--- src/rtl/sram_multi_fifo_if.sv ---
// Channel handshakes and SRAM pins of the multi-channel SRAM FIFO.
// master: client/board side; slave: the FIFO controller.
interface sram_multi_fifo_if #(
  parameter int NCH = 2,
  parameter int AW  = 18,
  parameter int DW  = 16,
  parameter int D   = 16
);
  logic [NCH-1:0]       wr_req;
  logic [NCH*DW-1:0]    wr_data;
  logic [NCH-1:0]       wr_ack;
  logic [NCH-1:0]       rd_req;
  logic [NCH*DW-1:0]    rd_data;
  logic [NCH-1:0]       rd_valid;
  logic [NCH-1:0]       pkt_start;
  logic [NCH-1:0]       pkt_end;
  logic [NCH-1:0]       pkt_abort;
  logic [NCH-1:0]       full;
  logic [NCH-1:0]       afull;
  logic [NCH-1:0]       empty;
  logic [NCH*(D+1)-1:0] used;
  logic [AW-1:0]        mem_addr;
  logic [DW-1:0]        dq_o;
  logic                 dq_oe;
  logic [DW-1:0]        dq_i;
  logic                 CE_n;
  logic                 OE_n;
  logic                 WE_n;
  logic                 LB_n;
  logic                 UB_n;

  modport master (
    output wr_req, wr_data, rd_req,
    output pkt_start, pkt_end, pkt_abort,
    output dq_i,
    input  wr_ack, rd_data, rd_valid,
    input  full, afull, empty, used,
    input  mem_addr, dq_o, dq_oe,
    input  CE_n, OE_n, WE_n, LB_n, UB_n
  );

  modport slave (
    input  wr_req, wr_data, rd_req,
    input  pkt_start, pkt_end, pkt_abort,
    input  dq_i,
    output wr_ack, rd_data, rd_valid,
    output full, afull, empty, used,
    output mem_addr, dq_o, dq_oe,
    output CE_n, OE_n, WE_n, LB_n, UB_n
  );
endinterface

--- src/rtl/sram_multi_fifo.sv ---
// NCH ring-buffer FIFOs with packet rollback on one single-port SRAM.
// Ports: clk, rst_n (async low), bus (channel handshakes + SRAM pins).
module sram_multi_fifo #(
  parameter int NCH          = 2,
  parameter int AW           = 18,
  parameter int DW           = 16,
  parameter int D            = 16,
  parameter int AFULL_MARGIN = 128
) (
  input  logic            clk,
  input  logic            rst_n,
  sram_multi_fifo_if.slave bus
);
  localparam int NR = 2 * NCH;
  localparam int RW = $clog2(NR);
  localparam int CW = (NCH > 1) ? $clog2(NCH) : 1;
  localparam logic [D:0] DEPTH = {1'b1, {D{1'b0}}};

  typedef enum logic [1:0] {
    IDLE, SETUP, STROBE, FINISH
  } state_t;

  state_t state;

  logic [D-1:0]  wr_ptr [NCH];
  logic [D-1:0]  rd_ptr [NCH];
  logic [D-1:0]  mark   [NCH];
  logic [D:0]    used_q [NCH];
  logic [DW-1:0] rdat   [NCH];
  logic [NCH-1:0] open_q;
  logic [NCH-1:0] ack_q, vld_q;
  logic [NCH-1:0] full_q, afull_q, empty_q;

  logic [RW-1:0] rr;
  logic          gwr;
  logic [CW-1:0] gch;

  logic [AW-1:0] addr_q;
  logic [DW-1:0] dqo_q;
  logic oe_q, ce_n_q, oe_n_q, we_n_q, bn_q;

  logic [D-1:0] wp_n [NCH];
  logic [D-1:0] rp_n [NCH];
  logic [D-1:0] mk_n [NCH];
  logic [D:0]   u_n  [NCH];
  logic [D:0]   av_n [NCH];
  logic [NCH-1:0] op_n, full_n, afull_n, empty_n;
  logic [NR-1:0]  elig;

  logic fin;
  assign fin = (state == FINISH);

  // Next channel state: the finishing access first,
  // then this cycle's packet control on top of it.
  always_comb begin
    logic w, r;
    logic [D-1:0] pend;
    w = 1'b0;
    r = 1'b0;
    pend = '0;
    elig = '0;
    for (int c = 0; c < NCH; c++) begin
      w = fin && gwr && (int'(gch) == c);
      r = fin && !gwr && (int'(gch) == c);
      wp_n[c] = wr_ptr[c] + D'(w);
      rp_n[c] = rd_ptr[c] + D'(r);
      u_n[c]  = used_q[c] + {{D{1'b0}}, w}
              - {{D{1'b0}}, r};
      mk_n[c] = mark[c];
      op_n[c] = open_q[c];
      if (bus.pkt_abort[c]) begin
        if (open_q[c]) begin
          pend    = wp_n[c] - mk_n[c];
          u_n[c]  = u_n[c] - {1'b0, pend};
          wp_n[c] = mk_n[c];
          op_n[c] = 1'b0;
        end
      end else if (bus.pkt_end[c]) begin
        op_n[c] = 1'b0;
      end else if (bus.pkt_start[c]) begin
        mk_n[c] = wp_n[c];
        op_n[c] = 1'b1;
      end
      pend = op_n[c] ? (wp_n[c] - mk_n[c]) : '0;
      av_n[c]    = u_n[c] - {1'b0, pend};
      full_n[c]  = (u_n[c] == DEPTH);
      afull_n[c] = (32'(DEPTH) - 32'(u_n[c]))
                   <= 32'(AFULL_MARGIN);
      empty_n[c] = (av_n[c] == '0);
      elig[2*c]   = bus.wr_req[c] && !full_n[c];
      elig[2*c+1] = bus.rd_req[c] && !empty_n[c];
    end
  end

  logic          any;
  logic [RW-1:0] pick;

  always_comb begin
    int idx;
    idx  = 0;
    any  = 1'b0;
    pick = '0;
    for (int i = 0; i < NR; i++) begin
      idx = int'(rr) + i;
      if (idx >= NR) idx = idx - NR;
      if (!any && elig[idx]) begin
        any  = 1'b1;
        pick = RW'(idx);
      end
    end
  end

  logic          go, pwr;
  logic [CW-1:0] pch;
  assign go  = (state == IDLE || fin) && any;
  assign pwr = ~pick[0];
  assign pch = CW'(pick >> 1);

  always_ff @(posedge clk or negedge rst_n) begin
    if (!rst_n) begin
      state   <= IDLE;
      rr      <= '0;
      gwr     <= 1'b0;
      gch     <= '0;
      addr_q  <= '0;
      dqo_q   <= '0;
      oe_q    <= 1'b0;
      ce_n_q  <= 1'b1;
      oe_n_q  <= 1'b1;
      we_n_q  <= 1'b1;
      bn_q    <= 1'b1;
      ack_q   <= '0;
      vld_q   <= '0;
      open_q  <= '0;
      full_q  <= '0;
      afull_q <= '0;
      empty_q <= '1;
      for (int c = 0; c < NCH; c++) begin
        wr_ptr[c] <= '0;
        rd_ptr[c] <= '0;
        mark[c]   <= '0;
        used_q[c] <= '0;
        rdat[c]   <= '0;
      end
    end else begin
      ack_q   <= '0;
      vld_q   <= '0;
      open_q  <= op_n;
      full_q  <= full_n;
      afull_q <= afull_n;
      empty_q <= empty_n;
      for (int c = 0; c < NCH; c++) begin
        wr_ptr[c] <= wp_n[c];
        rd_ptr[c] <= rp_n[c];
        mark[c]   <= mk_n[c];
        used_q[c] <= u_n[c];
      end
      if (go) begin
        state  <= SETUP;
        gwr    <= pwr;
        gch    <= pch;
        rr     <= (int'(pick) == NR - 1) ?
                  '0 : pick + RW'(1);
        ce_n_q <= 1'b0;
        bn_q   <= 1'b0;
        oe_q   <= pwr;
        if (pwr)
          dqo_q <= bus.wr_data[int'(pch)*DW +: DW];
        addr_q <= (AW'(pch) << D) |
                  AW'(pwr ? wp_n[pch] : rp_n[pch]);
      end else begin
        unique case (state)
          IDLE: ;
          SETUP: begin
            state <= STROBE;
            if (gwr) we_n_q <= 1'b0;
            else     oe_n_q <= 1'b0;
          end
          STROBE: begin
            state  <= FINISH;
            we_n_q <= 1'b1;
            oe_n_q <= 1'b1;
            ce_n_q <= 1'b1;
            bn_q   <= 1'b1;
            if (gwr) begin
              ack_q[gch] <= 1'b1;
            end else begin
              vld_q[gch] <= 1'b1;
              rdat[gch]  <= bus.dq_i;
            end
          end
          FINISH: begin
            state <= IDLE;
            oe_q  <= 1'b0;
          end
          default: state <= IDLE;
        endcase
      end
    end
  end

  always_comb begin
    bus.wr_ack   = ack_q;
    bus.rd_valid = vld_q;
    bus.full     = full_q;
    bus.afull    = afull_q;
    bus.empty    = empty_q;
    bus.used     = '0;
    bus.rd_data  = '0;
    for (int c = 0; c < NCH; c++) begin
      bus.used[c*(D+1) +: D+1] = used_q[c];
      bus.rd_data[c*DW +: DW]  = rdat[c];
    end
    bus.mem_addr = addr_q;
    bus.dq_o     = dqo_q;
    bus.dq_oe    = oe_q;
    bus.CE_n     = ce_n_q;
    bus.OE_n     = oe_n_q;
    bus.WE_n     = we_n_q;
    bus.LB_n     = bn_q;
    bus.UB_n     = bn_q;
  end
endmodule

--- src/flat_wrapper.sv ---
// flat-port wrapper written by rule: the top's interface ports become plain ports
module sram_multi_fifo_flat 
#(
  parameter int NCH          = 2,
  parameter int AW           = 18,
  parameter int DW           = 16,
  parameter int D            = 16,
  parameter int AFULL_MARGIN = 128
)
  (clk, rst_n, bus_wr_req, bus_wr_data, bus_rd_req, bus_pkt_start, bus_pkt_end, bus_pkt_abort, bus_dq_i, bus_wr_ack, bus_rd_data, bus_rd_valid, bus_full, bus_afull, bus_empty, bus_used, bus_mem_addr, bus_dq_o, bus_dq_oe, bus_CE_n, bus_OE_n, bus_WE_n, bus_LB_n, bus_UB_n);
  sram_multi_fifo_if #(.NCH(NCH), .AW(AW), .DW(DW), .D(D)) bus_i ();
  input  logic clk;
  input  logic rst_n;
  input wire logic [$bits(bus_i.wr_req)-1:0] bus_wr_req;
  input wire logic [$bits(bus_i.wr_data)-1:0] bus_wr_data;
  input wire logic [$bits(bus_i.rd_req)-1:0] bus_rd_req;
  input wire logic [$bits(bus_i.pkt_start)-1:0] bus_pkt_start;
  input wire logic [$bits(bus_i.pkt_end)-1:0] bus_pkt_end;
  input wire logic [$bits(bus_i.pkt_abort)-1:0] bus_pkt_abort;
  input wire logic [$bits(bus_i.dq_i)-1:0] bus_dq_i;
  output wire logic [$bits(bus_i.wr_ack)-1:0] bus_wr_ack;
  output wire logic [$bits(bus_i.rd_data)-1:0] bus_rd_data;
  output wire logic [$bits(bus_i.rd_valid)-1:0] bus_rd_valid;
  output wire logic [$bits(bus_i.full)-1:0] bus_full;
  output wire logic [$bits(bus_i.afull)-1:0] bus_afull;
  output wire logic [$bits(bus_i.empty)-1:0] bus_empty;
  output wire logic [$bits(bus_i.used)-1:0] bus_used;
  output wire logic [$bits(bus_i.mem_addr)-1:0] bus_mem_addr;
  output wire logic [$bits(bus_i.dq_o)-1:0] bus_dq_o;
  output wire logic [$bits(bus_i.dq_oe)-1:0] bus_dq_oe;
  output wire logic [$bits(bus_i.CE_n)-1:0] bus_CE_n;
  output wire logic [$bits(bus_i.OE_n)-1:0] bus_OE_n;
  output wire logic [$bits(bus_i.WE_n)-1:0] bus_WE_n;
  output wire logic [$bits(bus_i.LB_n)-1:0] bus_LB_n;
  output wire logic [$bits(bus_i.UB_n)-1:0] bus_UB_n;
  assign bus_i.wr_req = bus_wr_req;
  assign bus_i.wr_data = bus_wr_data;
  assign bus_i.rd_req = bus_rd_req;
  assign bus_i.pkt_start = bus_pkt_start;
  assign bus_i.pkt_end = bus_pkt_end;
  assign bus_i.pkt_abort = bus_pkt_abort;
  assign bus_i.dq_i = bus_dq_i;
  assign bus_wr_ack = bus_i.wr_ack;
  assign bus_rd_data = bus_i.rd_data;
  assign bus_rd_valid = bus_i.rd_valid;
  assign bus_full = bus_i.full;
  assign bus_afull = bus_i.afull;
  assign bus_empty = bus_i.empty;
  assign bus_used = bus_i.used;
  assign bus_mem_addr = bus_i.mem_addr;
  assign bus_dq_o = bus_i.dq_o;
  assign bus_dq_oe = bus_i.dq_oe;
  assign bus_CE_n = bus_i.CE_n;
  assign bus_OE_n = bus_i.OE_n;
  assign bus_WE_n = bus_i.WE_n;
  assign bus_LB_n = bus_i.LB_n;
  assign bus_UB_n = bus_i.UB_n;
  sram_multi_fifo #(.NCH(NCH), .AW(AW), .DW(DW), .D(D), .AFULL_MARGIN(AFULL_MARGIN)) u_core (.clk(clk), .rst_n(rst_n), .bus(bus_i));
endmodule
--- config.mk ---
export PLATFORM = sky130hd
export DESIGN_NAME = sram_multi_fifo_flat
export DESIGN_NICKNAME = d
export VERILOG_FILES = /design/src/rtl/sram_multi_fifo_if.sv /design/src/rtl/sram_multi_fifo.sv /design/src/flat_wrapper.sv
export SDC_FILE = /design/constraint.sdc
export NUM_CORES = 1
export LEC_CHECK = 0
export CAP_MARGIN = 0
export CORE_MARGIN = 2
export CORE_UTILIZATION = 59
export CTS_CLUSTER_DIAMETER = 30
export DETAILED_ROUTE_END_ITERATION = 8
export PLACE_DENSITY = 0.82
export SETUP_SLACK_MARGIN = 0.5
export SLEW_MARGIN = 25
export SYNTH_ARGS = -nofsm -noshare
export SYNTH_HDL_FRONTEND = slang
export SYNTH_SLANG_ARGS = --single-unit
--- constraint.sdc ---
create_clock -name clk -period 9.2 [get_ports clk]
set_clock_uncertainty 0.2 [all_clocks]
set_input_delay 1.84 -clock clk [delete_from_list [all_inputs] [get_ports clk]]
set_output_delay 1.84 -clock clk [all_outputs]
set_load 0.01 [all_outputs]
# Yosys cells after proc, flatten, opt, wreduce, memory -nomap -nowiden

Cells that the tools add are included.

Memory bits (read-only): 0
Bits in writable memories: 0
Bits in latches: 0
Logic and storage cells: 194
Flip-flop bits (word level): 218
Memories kept: 0

$add $sub $neg: 26
Multiply operators: 0
Bitwise logic cells: 7
$lt $le $gt $ge: 15
Mux-type cells: 75
Divide/modulo/power cells: 0
Equality and inequality tests: 8
Reductions and logical operators: 36
Shift-type cells: 1

Operator list:

| kind                     | number |
|---|---|
| $mux W16                 | 20 |
| $lt A32 B4 Y1 const B    | 4 |
| $mux W32                 | 4 |
| $ge A32 B4 Y1 const B    | 3 |
| $sub A32 B4 Y32 const B  | 3 |
| $mux W17                 | 4 |
| $sub A17 B16 Y17         | 4 |
| $add A16 B1 Y16          | 4 |
| $le A32 B8 Y1 const B    | 2 |
| $sub A16 B16 Y16         | 4 |
| $sub A17 B17 Y18 const A | 2 |
| $add A17 B1 Y17          | 2 |
| $eq A17 B17 Y1 const B   | 2 |
| $logic_not A17 Y1        | 2 |
| $sub A17 B1 Y17          | 2 |
| $bwmux W32               | 1 |
| $shiftx A32 B6 Y16       | 1 |
| $mux W1                  | 25 |
| $mux W2                  | 12 |
| $or A17 B18 Y18          | 1 |
| $demux W16 S1            | 1 |
| $logic_and A1 B1 Y1      | 16 |
| $reduce_and A3 Y1        | 3 |
| $bmux W1 S2              | 4 |
| 24 further kinds         | 42 |

# Longest topological paths before layout

Depth after elaboration: 32
Depth in mapped cells: 41
Depth with buffers taken out: 38

# Worst setup path after synthesis

No wires, ideal clock.

Kind: input to register
Start: input bus_pkt_abort[0]
End: register u_core.rr[1]
Path slack: 0.201 ns
Buffers on the path: 7
Stages: 34
Data required time: 8.875 ns
Arrival time: 8.674 ns
Cells stage by stage: nand2_1 -> clkbuf_1 -> clkbuf_1 -> buf_1 -> clkbuf_1 -> clkbuf_1 -> a21oi_1 -> ha_1 -> o21ai_0 -> a21oi_1 -> o21ai_0 -> a21oi_1 -> o21ai_0 -> a21oi_1 -> o21ai_0 -> nor2b_1 -> xnor2_1 -> nand2_1 -> ha_1 -> a21o_1 -> a21oi_1 -> o21ai_0 -> nand3_1 -> and3_1 -> a211oi_1 -> or4_4 -> a221oi_2 -> o21bai_1 -> a21o_1 -> buf_2 -> inv_2 -> buf_4 -> ha_1 -> mux2_2

RTL lines:

| element              | RTL line               | source |
|---|---|---|
| start, declared      | flat_wrapper.sv:19     | `input wire logic [$bits(bus_i.pkt_abort)-1:0] bus_pkt_abort;` |
| end signal, assigned | sram_multi_fifo.sv:162 | `rr <= (int'(pick) == NR - 1) ?` |
| end, declared        | sram_multi_fifo.sv:34  | `logic [RW-1:0] rr;` |

==> metrics.md <==
| Metric | Value |
|---|---|
| Run status | complete, no violations |
| CTS Buffer Depth | 3 |
| Synthesized net count | 2222 |
| Vias in the first global route | 15.7k |
| Max-cap violations | 0 |
| Root Driver | clkbuf_16 |
| Area leader, netlist | dfrtp_1 |
| Worst hold path class | reg2reg |
| Async S/R FF share, synth | between 90% and 100% |
| Syn Inst Count | between 1.5k and 2k |
| Top cell type's share of synthesized area | 30.6% |
| Clock slew seen by the registers of the worst setup and hold paths | 0.05 ns |
| Synth top area cells | dfrtp_1 (31%), ha_1 (13%), a21oi_1 (4.5%) |
| Remaining antenna violation count | 0 |
| Share of cells above drive strength 1 | between 10% and 20% |
| GPL Wtd Cong | 0.932 |
| Setup TNS | 0 ns |
| I/O pins | 176 |
| Insertion delay to the later sink of the worst-skew pair | 0.58 ns |
| Layout Nets | 2460 |
| Iteration-0 DRC Markers | 1280 |
| Final WL | ~50 mm |
| Dominant synthesized flop cell | dfrtp_1 |
| DRT Pass-1 Iters | 6 |
| Synthesized area | 17300 sq um |
| Max incr delay on CP | 0.54 ns |
| Grt peak-use layer | met2 |
| Period utilization | 91.2% |
| Cts hold-fix bufs | 0 |
| Worst endpoint required time | 9.46 ns |
| Most frequent cell after synthesis | dfrtp_1 |
| Crit end category | flop |
| Clock sink count | roughly 220 |
| Residual DRC | 0 |
| Most frequent CP cell | ha_1 |
| Slew Viols, Final | 0 |
| FP Rows | 62 |
| Die area | around 31000 sq um |
| Global Route met1 Usage | 42.4% |
| Largest net degree at the start of global routing | 109 |
| Initial antenna violation count | 0 |
| Hold Vio Cnt, Final | 0 |
| Detailed Place HPWL | 37.4 mm |
| Post-synth top cells | dfrtp_1 (211), inv_1 (203), ha_1 (174) |
| Via/cell ratio | roughly 6 |
| CTS tree | built |
| Drt wl/cell | 19.1 um |
| Core area | 28800 sq um |
| Worst rel slew slack | a little over two fifths |
| Starting density of the core | 60.0% |
| Setup crit start kind | flop |
| Ys Warns | 0 |
| Die Height | 175 um |
| Post-synth EDFFs | 0 |
| Vias | 15.9k |
| M3 GR Usage | under 10% |
| Port buffer count | ~170 |
| Global routing usage on met2 | 53.1% |
| Worst Max-Slew Pin Slew | 0.869 ns |
| Flop and latch count out of synthesis | 216 |
| Chip Width | 175 um |
| Crit path kind | reg2reg |
| Worst path arrival time | 8.65 ns |
| Unrepaired setup endpoints after global routing | no |
| Final setup viols | 0 |
| TritonCTS Buffers | 48 |
| Final min period | 8.39 ns |
| Achievable frequency | roughly 0.12 GHz |
| Synth unique cells | between 80 and 90 |
| GR Overflow Total | 0 |
| H-tree depth | 2 |
| Worst-path fanout max | 7 |
| First-pass GRT wire length | approximately 80 mm |
| Slowest cell on crit path | o41a_1 |
| Overall Global Routing Usage | 32.5% |
| Sequential share of the synthesized area | 31.4% |
| Mean area per synthesized cell | 8.71 sq um |
| ANT cells | 0 |
| Area delta synth->final | 26.4% |
-- registers in the layout, indices dropped and copies added, names as in the netlist, 2 cells and up --
name and cells:
u_core.bus.used 34, u_core.bus.rd_data 32, u_core.mark 32, u_core.rd_ptr 32, u_core.wr_ptr 32, u_core.bus.mem_addr 17
u_core.bus.dq_o 16, u_core.bus.afull 2, u_core.bus.empty 2, u_core.bus.full 2, u_core.bus.rd_valid 2, u_core.bus.wr_ack 2
u_core.open_q 2, u_core.rr 2, u_core.state 2
-- cell type report --
type	count	area, sq um
repair buffers	240	2320
flip-flops and latches	216	5420
inverters	204	766
clock buffers	56	1270
well taps	384	480
clock inverters	34	440
multi-input cells	1508	11100
fillers	1956	6980
-- cells by family (layout without fill, tap and decap cells) --
family                     Yosys count  in the layout  synth area share [%]
buffers and inverters              256            534                  5.87
muxes                              107            107                  6.89
adders and majority gates          182            182                  13.5
xor gates and xnor gates           144            144                  7.31
AOI/OAI and AO/OA                  489            489                  18.0
DFF                                216            216                  31.4
other                                1              1                0.0217
and+or+nand+nor                    585            585                  17.0
-- cell usage in the layout (no fill, tap or decap), drive strengths merged, types with 16 or more instances in the layout --
master and instances:
nand2 153, nor2 140, xor2 66, nor2b 27, a211oi 26, mux2i 61, xnor2 78, mux2 46
clkdlybuf4s50 172, buf 67, nand2b 24, and3 33, nand4 18, dfrtp 211, inv 209, nand3 63
o21ai 133, clkbuf 56, ha 174, a21o 32, a21oi 157, nor3 25, clkinv 16, or3 19
-- per-stage QoR --
stage | hold slack (ns) | area, sq um | setup WS (ns) | utilization, % | std cells
finish | 0.297 | 21800 | 0.805 | 75.8 | 2642
global route | 0.305 | 21800 | 0.439 | 75.8 | 2642
CTS | 0.267 | 21500 | 0.481 | 74.7 | 2631
detailed placement | 0.253 | 19700 | 0.0678 | 68.5 | 2540
global placement | 0.249 | 19700 | 0.193 | 68.5 | 2540
floorplan | 0.235 | 17300 | 0.542 | - | 1980
-- timing repair --
item	4_1_cts	5_1_grt
pin swaps	0	18
resized for setup	22	79
endpoints found under the setup margin	74	76
buffers inserted	1	11
-- path summary, 6_finish.rpt --
path / start / to / slack, ns / depth (start not counted)
worst max-delay path: u_core.state[1]$_DFFE_PN0P_ / u_core.bus.mem_addr[10]$_DFFE_PN0P_ / 0.81 / 36
worst min-delay path: u_core.rd_ptr[14]$_DFF_PN0_ / u_core.rd_ptr[14]$_DFF_PN0_ / 0.30 / 1
worst max register to register: u_core.state[1]$_DFFE_PN0P_ / u_core.bus.mem_addr[10]$_DFFE_PN0P_ / 0.81 / 36
worst min register to register: u_core.rd_ptr[14]$_DFF_PN0_ / u_core.rd_ptr[14]$_DFF_PN0_ / 0.30 / 1
max in group asynchronous: rst_n / u_core.mark[1]$_DFF_PN0_ / 5.66 / 3
min in group asynchronous: rst_n / u_core.bus.used[3]$_DFF_PN0_ / 1.13 / 1
-- critical path, delay by kind of cell, from the launching register on --
family                   cells  cell delay, ns
AO/OA/AOI/OAI               15            2.96
AND/OR/NAND/NOR              8            1.76
adder cells (fa/ha/maj)      6            1.67
XOR/XNOR                     3            0.49
flip-flops                   1            0.45
buffers and inverters        3            0.41
multiplexers                 1            0.32
-- routing by layer --
metal,wire (um),vias up
met3,4000,121
met1,21300,7613
met2,23300,662
met4,1810,0
li1,-,7500
met5,0,-
Power is not shown: default switching activity piles up to over one toggle a cycle in this logic, so the estimate is an artifact.
